$ cat config.mk
export PLATFORM = sky130hd
export DESIGN_NAME = pc_ras_unit
export DESIGN_NICKNAME = d
export VERILOG_FILES = /design/src/rtl/pc_ras_unit.sv
export SDC_FILE = /design/constraint.sdc
export NUM_CORES = 1
export LEC_CHECK = 0
export CORE_MARGIN = 1
export CORE_UTILIZATION = 47
export DETAILED_ROUTE_END_ITERATION = 6
export PLACE_DENSITY_LB_ADDON = 0.05
export SYNTH_ARGS = -nofsm -noshare
export SYNTH_HDL_FRONTEND = slang
export SYNTH_SLANG_ARGS = --single-unit
$ cat constraint.sdc
create_clock -name clk -period 2.63 [get_ports clk]
set_clock_uncertainty 0.05 [all_clocks]
set_input_delay 0.6575 -clock clk [delete_from_list [all_inputs] [get_ports clk]]
set_output_delay 0.6575 -clock clk [all_outputs]
set_load 0.02 [all_outputs]
$ cat src/rtl/pc_ras_unit.sv
// Purpose: fetch program counter with a circular return-address stack (RAS).
// Latency: every redirect (flush, return, branch) reaches pc on the next rising edge.
// Backpressure: stall holds pc, RAS contents, count and ras_err; only rst or flush override it.
//
// Ports:
//   clk, rst        single clock; synchronous active-high reset
//   stall           hold all state (flush and rst still act)
//   flush_flag/addr trap redirect; also empties the RAS
//   branch_flag/addr taken branch; with call_flag it also pushes ret_addr
//   ret_flag        return: redirect to the RAS top and pop it
//   pc              registered fetch address
//   ras_empty/full  occupancy status, decoded from the entry count
//   ras_err         sticky overflow/underflow indication, cleared only by rst
module pc_ras_unit #(
  parameter int                ADDR_W    = 16,
  parameter logic [ADDR_W-1:0] RESET_VEC = '0,
  parameter int                STEP      = 1,
  parameter int                RAS_DEPTH = 4
) (
  input  logic              clk,
  input  logic              rst,
  input  logic              stall,
  input  logic              flush_flag,
  input  logic [ADDR_W-1:0] flush_addr,
  input  logic              branch_flag,
  input  logic [ADDR_W-1:0] branch_addr,
  input  logic              call_flag,
  input  logic [ADDR_W-1:0] ret_addr,
  input  logic              ret_flag,
  output logic [ADDR_W-1:0] pc,
  output logic              ras_empty,
  output logic              ras_full,
  output logic              ras_err
);

  localparam int                PTR_W  = (RAS_DEPTH > 1) ? $clog2(RAS_DEPTH) : 1;
  localparam int                CNT_W  = PTR_W + 1;
  localparam logic [ADDR_W-1:0] STEP_V = ADDR_W'(STEP);
  localparam logic [CNT_W-1:0]  DEPTH_V = CNT_W'(RAS_DEPTH);

  logic [ADDR_W-1:0] pc_q;
  logic [ADDR_W-1:0] pc_nxt;
  logic [ADDR_W-1:0] pc_seq;
  logic [ADDR_W-1:0] ras_mem [RAS_DEPTH];
  // wr_ptr points at the slot the next push will write; the top is one below.
  logic [PTR_W-1:0]  wr_ptr;
  logic [PTR_W-1:0]  top_ptr;
  logic [CNT_W-1:0]  count;
  logic              err_q;

  logic              active;
  logic              do_pop;
  logic              do_underflow;
  logic              do_push;
  logic              do_overflow;

  assign pc        = pc_q;
  assign ras_err   = err_q;
  assign ras_empty = (count == '0);
  assign ras_full  = (count == DEPTH_V);

  assign pc_seq  = pc_q + STEP_V;
  assign top_ptr = wr_ptr - PTR_W'(1);

  // "active" means the RAS/pc may advance this cycle: not flushed, not stalled.
  assign active       = ~flush_flag & ~stall;
  assign do_pop       = active & ret_flag & ~ras_empty;
  assign do_underflow = active & ret_flag & ras_empty;
  // A return in the same cycle wins over a call, so no push happens then.
  assign do_push      = active & ~ret_flag & branch_flag & call_flag;
  assign do_overflow  = do_push & ras_full;

  always_comb begin
    pc_nxt = pc_seq;
    if (flush_flag) begin
      pc_nxt = flush_addr;
    end else if (stall) begin
      pc_nxt = pc_q;
    end else if (ret_flag) begin
      // An empty stack falls through to the sequential address.
      pc_nxt = ras_empty ? pc_seq : ras_mem[top_ptr];
    end else if (branch_flag) begin
      pc_nxt = branch_addr;
    end
  end

  always_ff @(posedge clk) begin
    if (rst) begin
      pc_q   <= RESET_VEC;
      wr_ptr <= '0;
      count  <= '0;
      err_q  <= 1'b0;
    end else begin
      pc_q <= pc_nxt;
      if (flush_flag) begin
        // The pointer may stay anywhere; with count at zero nothing is readable.
        count <= '0;
      end else if (do_pop) begin
        wr_ptr <= top_ptr;
        count  <= count - CNT_W'(1);
      end else if (do_push) begin
        // When full the write slot is the oldest entry, so it is overwritten
        // and the count saturates at the depth.
        wr_ptr <= wr_ptr + PTR_W'(1);
        if (!ras_full) begin
          count <= count + CNT_W'(1);
        end
      end
      if (do_underflow || do_overflow) begin
        err_q <= 1'b1;
      end
    end
  end

  // Entry storage has no reset: contents are only visible through count.
  always_ff @(posedge clk) begin
    if (!rst && do_push) begin
      ras_mem[wr_ptr] <= ret_addr;
    end
  end

endmodule

---- Word level (Yosys, flattened, before mapping) ----
Memories as Yosys holds them, arrays and structs flattened.
Index checks and enable logic that the tools add are counted.
cells by class
  eq/ne operators ......................... 3
  $add $sub $neg .......................... 5
  bitwise operators ....................... 12
  reduce and logical (&&, ||, !) cells .... 8
  mux-type cells .......................... 12
operators with widths
  cell                                                                     number
  16-bit two-way mux                                                       5
  16-bit by 1-bit adder with 16-bit output, second input constant          1
  3-bit two-way mux                                                        3
  1-bit AND                                                                8
  2-bit two-way mux                                                        2
  2-bit by 1-bit inequality test with 1-bit output, second input constant  2
  1-bit NOT                                                                4
  2-bit AND reduction                                                      2
  3-bit by 1-bit adder with 3-bit output, second input constant            1
  3-bit == test, second input constant                                     1
  3-bit logical NOT                                                        1
  3-bit by 1-bit subtractor with 3-bit output, second input constant       1
  2-bit by 1-bit adder with 2-bit output, second input constant            1
  1-bit two-way mux                                                        2
  2-bit nonzero test                                                       1
  2-bit OR reduction                                                       1
  2-bit by 1-bit subtractor with 2-bit output, second input constant       1
  1-bit logical AND                                                        1
  1-bit logical NOT                                                        1
  1-bit logical OR                                                         1
word-level totals
  memories kept ........................... 1
  bits in writable memories ............... 64
  bits in registers ....................... 22
  word-level logic and storage cells ...... 45
memories
  name     depth  bits a word  read ports  clocked after Yosys merged registers in  wr ports  RTL line  source
  ras_mem  4      16           1           0                                        1         44        logic [ADDR_W-1:0] ras_mem [RAS_DEPTH];

---- Logic depth before layout (Yosys ltp) ----
Gate-level depths: netlist of the first run.
  depth in word-level cells ............... 8
  mapped depth ............................ 10
  depth with buffers taken out ............ 8

---- Worst setup path after synthesis of the first run ----
OpenSTA, ideal clock, no wires.
  kind .................................... flip-flop to flip-flop
  start ................................... register wr_ptr[0]
  end ..................................... register pc_q[13] (netlist: pc[13])
  required time ........................... 2.448 ns
  library setup time ...................... 0.132 ns
  arrival ................................. 2.392 ns
  stages on the path, launching flop included .. 10
  path slack .............................. 0.055 ns
  cell sequence ........................... dfxtp_1 -> buf_2 -> buf_4 -> inv_1 -> ha_1 -> clkbuf_2 -> clkbuf_1 -> mux4_2 -> a221oi_1 -> a21oi_1
on the way
  longest elaborated chain between the ends .. 6
ends and longest elaborated chain
  element                                      RTL line  source
  start: declaration                           46        logic [PTR_W-1:0] wr_ptr;
  start signal: assignment                     99        wr_ptr <= top_ptr;
  start signal: assignment                     104       wr_ptr <= wr_ptr + PTR_W'(1);
  2-bit by 1-bit subtractor with 2-bit output  63        assign top_ptr = wr_ptr - PTR_W'(1);
  memory 4 x 16 bit                            --
  16-bit two-way mux                           81        pc_nxt = ras_empty ? pc_seq : ras_mem[top_ptr];
  16-bit two-way mux                           79        end else if (ret_flag) begin
  16-bit two-way mux                           77        end else if (stall) begin
  16-bit two-way mux                           75        if (flush_flag) begin
  end signal: assignment                       94        pc_q <= pc_nxt;
  end: declaration                             41        logic [ADDR_W-1:0] pc_q;
No other way between the ends. The select of a mux whose other input is x is not followed.
A chain may end at the register's enable or synchronous reset.

---- Worst setup path after layout of the first run ----
  start ................................... register count[0]
  end ..................................... output ras_full
on the way
  longest elaborated chain between the ends .. 1
ends and longest elaborated chain
  element                   RTL line  source
  start: declaration        48        logic [CNT_W-1:0] count;
  start signal: assignment  100       count <= count - CNT_W'(1);
  start signal: assignment  106       count <= count + CNT_W'(1);
  3-bit == test             60        assign ras_full = (count == DEPTH_V);
  end: declaration          32        output logic ras_full,
No other way between the ends.

==> impl_metrics.csv, run 1 <==
group,metric,value,unit
logic_synthesis,synth_cell_types,48,
sta,worst_pin_slew,0.484,ns
logic_synthesis,syn-num-nets,377,
logic_synthesis,synth-edff-count,64,
clocking,clock_path_buffers,2,
hold_path,hp-class,"reg2reg",
die,fp.dieArea,8910,um2
clocking,numCtsBuffers,9,
routing,avgRoutedWirePerCell,17.3,um
routing,detail-route-antenna-nets,0,
routing,drc,0,
finish,drive_above_1_share,0.157,
sta,fin_setup_tns,0,ns
clocking,cts_sinks,86,
finish,regArea,2360,um2
grt,grt_first_pass_wirelength,14100,um
power_and_ir_drop,p_per_area,511,nW/um2
clocking,htree_levels,3,
worst_setup_path,rrSetupSlack,0.65,ns
clocking,cts_hold_buffers,0,
sta,finalSetupViolCount,0,
sta,rsz0062_at_grt,"no",
worst_setup_path,cp-endpoint,"ras_full",
grt,grt_overflow,0,
routing,finalWirelength,8950,um
grt,grt_pass1_vias,2698,
grt,grt_usage,0.216,
sta,period_needed,2.44,ns
logic_synthesis,synth_ff_type,"edfxtp_1",
clocking,clock_latency,0.35,ns
worst_setup_path,cp-start-kind,"flop",
place,dp_hpwl,6360,um
place,portBuffers,73,
logic_synthesis,yosysTopAreaCellShare,0.479,
logic_synthesis,synth_seq_cells,86,
sta,fin_crit_sh,0.927,
die,dieWidth,94.4,um
finish,antenna_cells,0,
die,num_rows,33,
place,place_ws,-0.103,ns
logic_synthesis,synth_top_cell_by_area,"edfxtp_1",
clocking,path_clk_slew,0.09,ns
worst_setup_path,r2r_cells,6,
logic_synthesis,synthTopCellsByArea,"edfxtp_1 (48%), dfxtp_1 (11%), mux4_2 (9.0%), nand2_1 (3.9%), xnor2_1 (3.3%)",
finish,finish.utilization,0.627,
power_and_ir_drop,power,2.65,mW
routing,vias,2831,
sta,hold_violations,0,
sta,fmax,0.410,GHz
routing,drtPass1Iterations,4,
logic_synthesis,synth_warnings,0,
logic_synthesis,yosysSeqAreaShare,0.589,
finish,final_common_cell,"clkdlybuf4s50_1",
worst_setup_path,critPathKind,"reg2out",
worst_setup_path,startpoint,"count[0]$_SDFFE_PP0P_",
die,die_h,94.4,um
power_and_ir_drop,ir_worst_vdd,0.000460,V
worst_setup_path,critPathMaxFanout,4,
grt,grt_max_degree,38,
status,status,"finished clean",
hold_path,hold_start,"ras_err$_SDFFE_PP0P_",
finish,final_cell_mix,"clkdlybuf4s50_1 (72), edfxtp_1 (64), nand2_1 (42), buf_4 (24), dfxtp_1 (22)",
clocking,cts_root_buffer,"clkbuf_8",
worst_setup_path,cp.required,1.92,ns
logic_synthesis,syn-instance-count,316,
finish,num-fill-cells,655,
logic_synthesis,async_flop_share,0,
worst_setup_path,arrival,1.73,ns
finish,nets,469,
worst_setup_path,endpoint_kind,"output pin",
clocking,cts_tree,"yes",
die,core-area,8260,um2
place,placedInstanceArea,5010,um2
clocking,cts_resized,1,
grt,grt_antenna_before_repair,0,
worst_setup_path,r2r_end,"count[1]$_SDFFE_PP0P_",
worst_setup_path,reg2reg_from,"count[2]$_SDFFE_PP0P_",
power_and_ir_drop,p_leak,1.72,nW
run,max-cap-violations,0,
die,start_util,0.486,
clocking,cts_setup_buffers,0,
logic_synthesis,syn_area,4010,um2
finish,area_delta_synth_final,29.2,%
logic_synthesis,syn_area_per_cell,12.7,um2
sta,whs,0.486,ns
routing,first_iter_violations,115,
sta,fin_ws,0.193,ns
finish,post-route-cell-area,5180,um2
routing,vias_per_cell,5.47,
finish,multi_input_area,1520,um2
finish,fin_cells,518,
sta,maxSlewHeadroom,0.673,
place,gp_congestion,0.902,
place,dp_cells,502,
sta,drv_slew,0,
die,io_pins,74,
==> routing by layer <==
layer,share of wire,GRT usage
met1,0.47,0.306
met2,0.47,0.337
met3,0.048,0.0459
met4,0.012,0.0603
met5,0,0
==> logic make-up (layout without fill, tap and decap cells) <==
logic type / Yosys count / after routing / share of synthesized area
buffers and inverters: 29 / 126 / 0.0315
AOI/OAI and AO/OA: 63 / 63 / 0.105
DFF: 86 / 86 / 0.589
muxes: 18 / 18 / 0.0948
xor gates and xnor gates: 16 / 16 / 0.0349
adders and majority gates: 6 / 6 / 0.0206
and+or+nand+nor: 98 / 98 / 0.124
==> area by class of cell <==
class,instances,share of cell area
repair buffers,99,0.183
inverters,11,0.00797
multi-input cells,201,0.294
flip-flops and latches,86,0.456
clock inverters,5,0.00821
well taps,105,0.0254
clock buffers,11,0.0254
==> worst min-delay path by stage <==
| stage | cells past startpoint | to |
|---|---|---|
| after floorplan | 2 | wr_ptr[1]$_SDFFE_PP0P_ |
| after global placement | 2 | ras_err$_SDFFE_PP0P_ |
| after detailed placement | 2 | ras_err$_SDFFE_PP0P_ |
| after CTS | 2 | ras_err$_SDFFE_PP0P_ |
| after global routing | 2 | ras_err$_SDFFE_PP0P_ |
| final | 2 | ras_err$_SDFFE_PP0P_ |
==> report_power, final <==
group | internal [mW] | switching (mW)
clock | 0.354 | 0.487
sequential | 1.47 | 0.0278
combinational | 0.170 | 0.137
total | 2.00 | 0.651
==> Yosys cell counts (2+ instances only) <==
master	number
nand4_1	7
buf_2	4
and3_1	4
nor3_1	6
a21oi_1	21
nor2_1	14
inv_2	2
or3_1	2
a22oi_1	2
mux2i_1	2
a31oi_1	2
mux4_2	16
nand3_1	6
xnor2_1	15
edfxtp_1	64
clkbuf_1	10
a221oi_1	13
dfxtp_1	22
and4_1	4
nand2_1	42
ha_1	5
o21ai_0	15
and2_1	5
inv_1	9
==> critical path, stage by stage (launching register included) <==
cell and delay, ns:
dfxtp_1 0.35, inv_1 0.10, and3_1 0.28, clkdlybuf4s50_1 0.65
==> state kept, by name (all words and copies together), names as in the netlist <==
signal	cells
ras_err	1
wr_ptr	2
count	3
pc	16
ras_mem	64
Note: power is estimated with default switching activity, not from simulation.
==> inputs of run 2 (changes only) <==
--- a/config.mk
+++ b/config.mk
@@ -5,6 +5,7 @@
 export SDC_FILE = /design/constraint.sdc
 export NUM_CORES = 1
 export LEC_CHECK = 0
+export CORE_ASPECT_RATIO = 1.4
 export CORE_MARGIN = 1
 export CORE_UTILIZATION = 47
 export DETAILED_ROUTE_END_ITERATION = 6
==> impl_metrics.csv, run 2 (synthesized netlist as in run 1, its figures left out) <==
group,metric,value,unit
die,die_h,111,um
worst_setup_path,r2r_cells,6,
die,start_util,0.489,
routing,first_iter_violations,143,
finish,antenna_cells,0,
die,num_rows,39,
routing,vias_per_cell,5.51,
sta,hold_violations,0,
sta,drv_slew,0,
routing,vias,2848,
status,status,"finished clean",
hold_path,whs_endpoint,"ras_err$_SDFFE_PP0P_",
grt,grt_pass1_vias,2902,
worst_setup_path,reg2reg_from,"wr_ptr[1]$_SDFFE_PP0P_",
hold_path,min_path_cells,2,
power_and_ir_drop,ir_worst_vdd,0.000736,V
routing,finalWirelength,9150,um
worst_setup_path,endpoint_kind,"output pin",
worst_setup_path,rrSetupSlack,0.45,ns
grt,grt_usage,0.221,
worst_setup_path,cp.required,1.92,ns
clocking,numCtsBuffers,9,
run,max-cap-violations,0,
finish,finish.utilization,0.649,
finish,drive_above_1_share,0.166,
finish,final_cell_mix,"clkdlybuf4s50_1 (72), edfxtp_1 (64), nand2_1 (42), buf_4 (26), dfxtp_1 (22)",
grt,grt_max_degree,38,
clocking,path_clk_slew,0.06,ns
routing,drc,0,
clocking,cts_tree,"yes",
hold_path,hp-class,"reg2reg",
sta,finalSetupViolCount,0,
worst_setup_path,cp-start-kind,"flop",
grt,grt_overflow,0,
finish,top_register,"ras_mem",
sta,rsz0062_at_grt,"no",
routing,drtPass1Iterations,5,
place,portBuffers,73,
die,fp.dieArea,8910,um2
routing,detail-route-antenna-nets,0,
die,io_pins,74,
sta,maxSlewHeadroom,0.655,
grt,grt_first_pass_wirelength,14400,um
hold_path,hold_start,"ras_err$_SDFFE_PP0P_",
clocking,clock_path_buffers,2,
place,place_ws,-0.124,ns
power_and_ir_drop,p_leak,1.80,nW
sta,fmax,0.413,GHz
clocking,clock_latency,0.33,ns
power_and_ir_drop,p_per_area,579,nW/um2
clocking,cts_root_buffer,"clkbuf_16",
sta,fin_ws,0.211,ns
place,gp_congestion,0.857,
finish,area_delta_synth_final,32.7,%
finish,largest_reg_flops,64,
grt,grt_antenna_before_repair,0,
sta,worst_pin_slew,0.518,ns
die,dieWidth,80.1,um
finish,final_common_cell,"clkdlybuf4s50_1",
worst_setup_path,r2r_end,"pc[15]$_SDFFE_PP0P_",
sta,period_needed,2.42,ns
sta,fin_crit_sh,0.920,
routing,avgRoutedWirePerCell,17.7,um
worst_setup_path,critPathKind,"reg2out",
clocking,htree_levels,3,
place,dp_hpwl,6720,um
finish,nets,471,
clocking,cts_sinks,86,
die,core-area,8200,um2
worst_setup_path,arrival,1.71,ns
clocking,cts_hold_buffers,0,
worst_setup_path,critPathMaxFanout,4,
[run 2: worst max-delay path: stages, from the launching register on]
cell and delay [ns]:
dfxtp_1 0.34, inv_1 0.10, and3_1 0.29, clkdlybuf4s50_1 0.65
[run 2: how the worst max path moves through the flow]
stage / from / end / slack (ns) / cells past startpoint
2_1_floorplan: wr_ptr[0]$_SDFFE_PP0P_ / pc[13]$_SDFFE_PP0P_ / 0.06 / 9
3_3_place_gp: ret_flag / count[2]$_SDFFE_PP0P_ / -0.07 / 8
3_5_place_dp: ret_flag / count[2]$_SDFFE_PP0P_ / -0.12 / 8
4_1_cts: count[0]$_SDFFE_PP0P_ / ras_full / 0.19 / 3
5_1_grt: ret_flag / count[2]$_SDFFE_PP0P_ / 0.09 / 8
6_report: count[0]$_SDFFE_PP0P_ / ras_full / 0.21 / 3
[run 2: metrics by stage]
stage | hold WS, ns | instance area (um2) | power [mW] | instances | TNS, ns
detailed placement | 0.427 | 5020 | 1.84 | 501 | -0.500
global route | 0.503 | 5320 | 3.19 | 517 | 0
global placement | 0.406 | 5020 | 1.84 | 501 | -0.0809
CTS | 0.441 | 5320 | 3.11 | 517 | 0
floorplan | 0.466 | 4010 | 1.66 | 316 | 0
finish | 0.451 | 5320 | 3.08 | 517 | 0
[run 2: cell type report]
class,instances,area [um2]
clock buffer,9,225
clock inverter,7,80.1
fill,653,2870
inverter,11,41.3
multi-input combinational,201,1520
sequential,86,2360
tap,102,128
timing repair buffer,101,965
[run 2: power by group]
part           leakage [nW]  switching (mW)  internal (mW)  total, mW
Sequential            0.756          0.0275           1.47       1.50
Combinational         0.898           0.137          0.171      0.308
Clock                 0.143           0.526          0.747       1.27
[run 2: timing repair]
| item | CTS | global route |
|---|---|---|
| resized for setup | 1 | 0 |
| buffers inserted | 0 | 0 |
| setup endpoints to repair | 1 | 0 |
[run 2: layer usage]
metal | wire (um) | track usage | vias up
li1 | - | - | 1398
met1 | 3680 | 0.264 | 1370
met2 | 5000 | 0.392 | 74
met3 | 360 | 0.0354 | 6
met4 | 106 | 0.0845 | 0
met5 | 0 | 0 | -
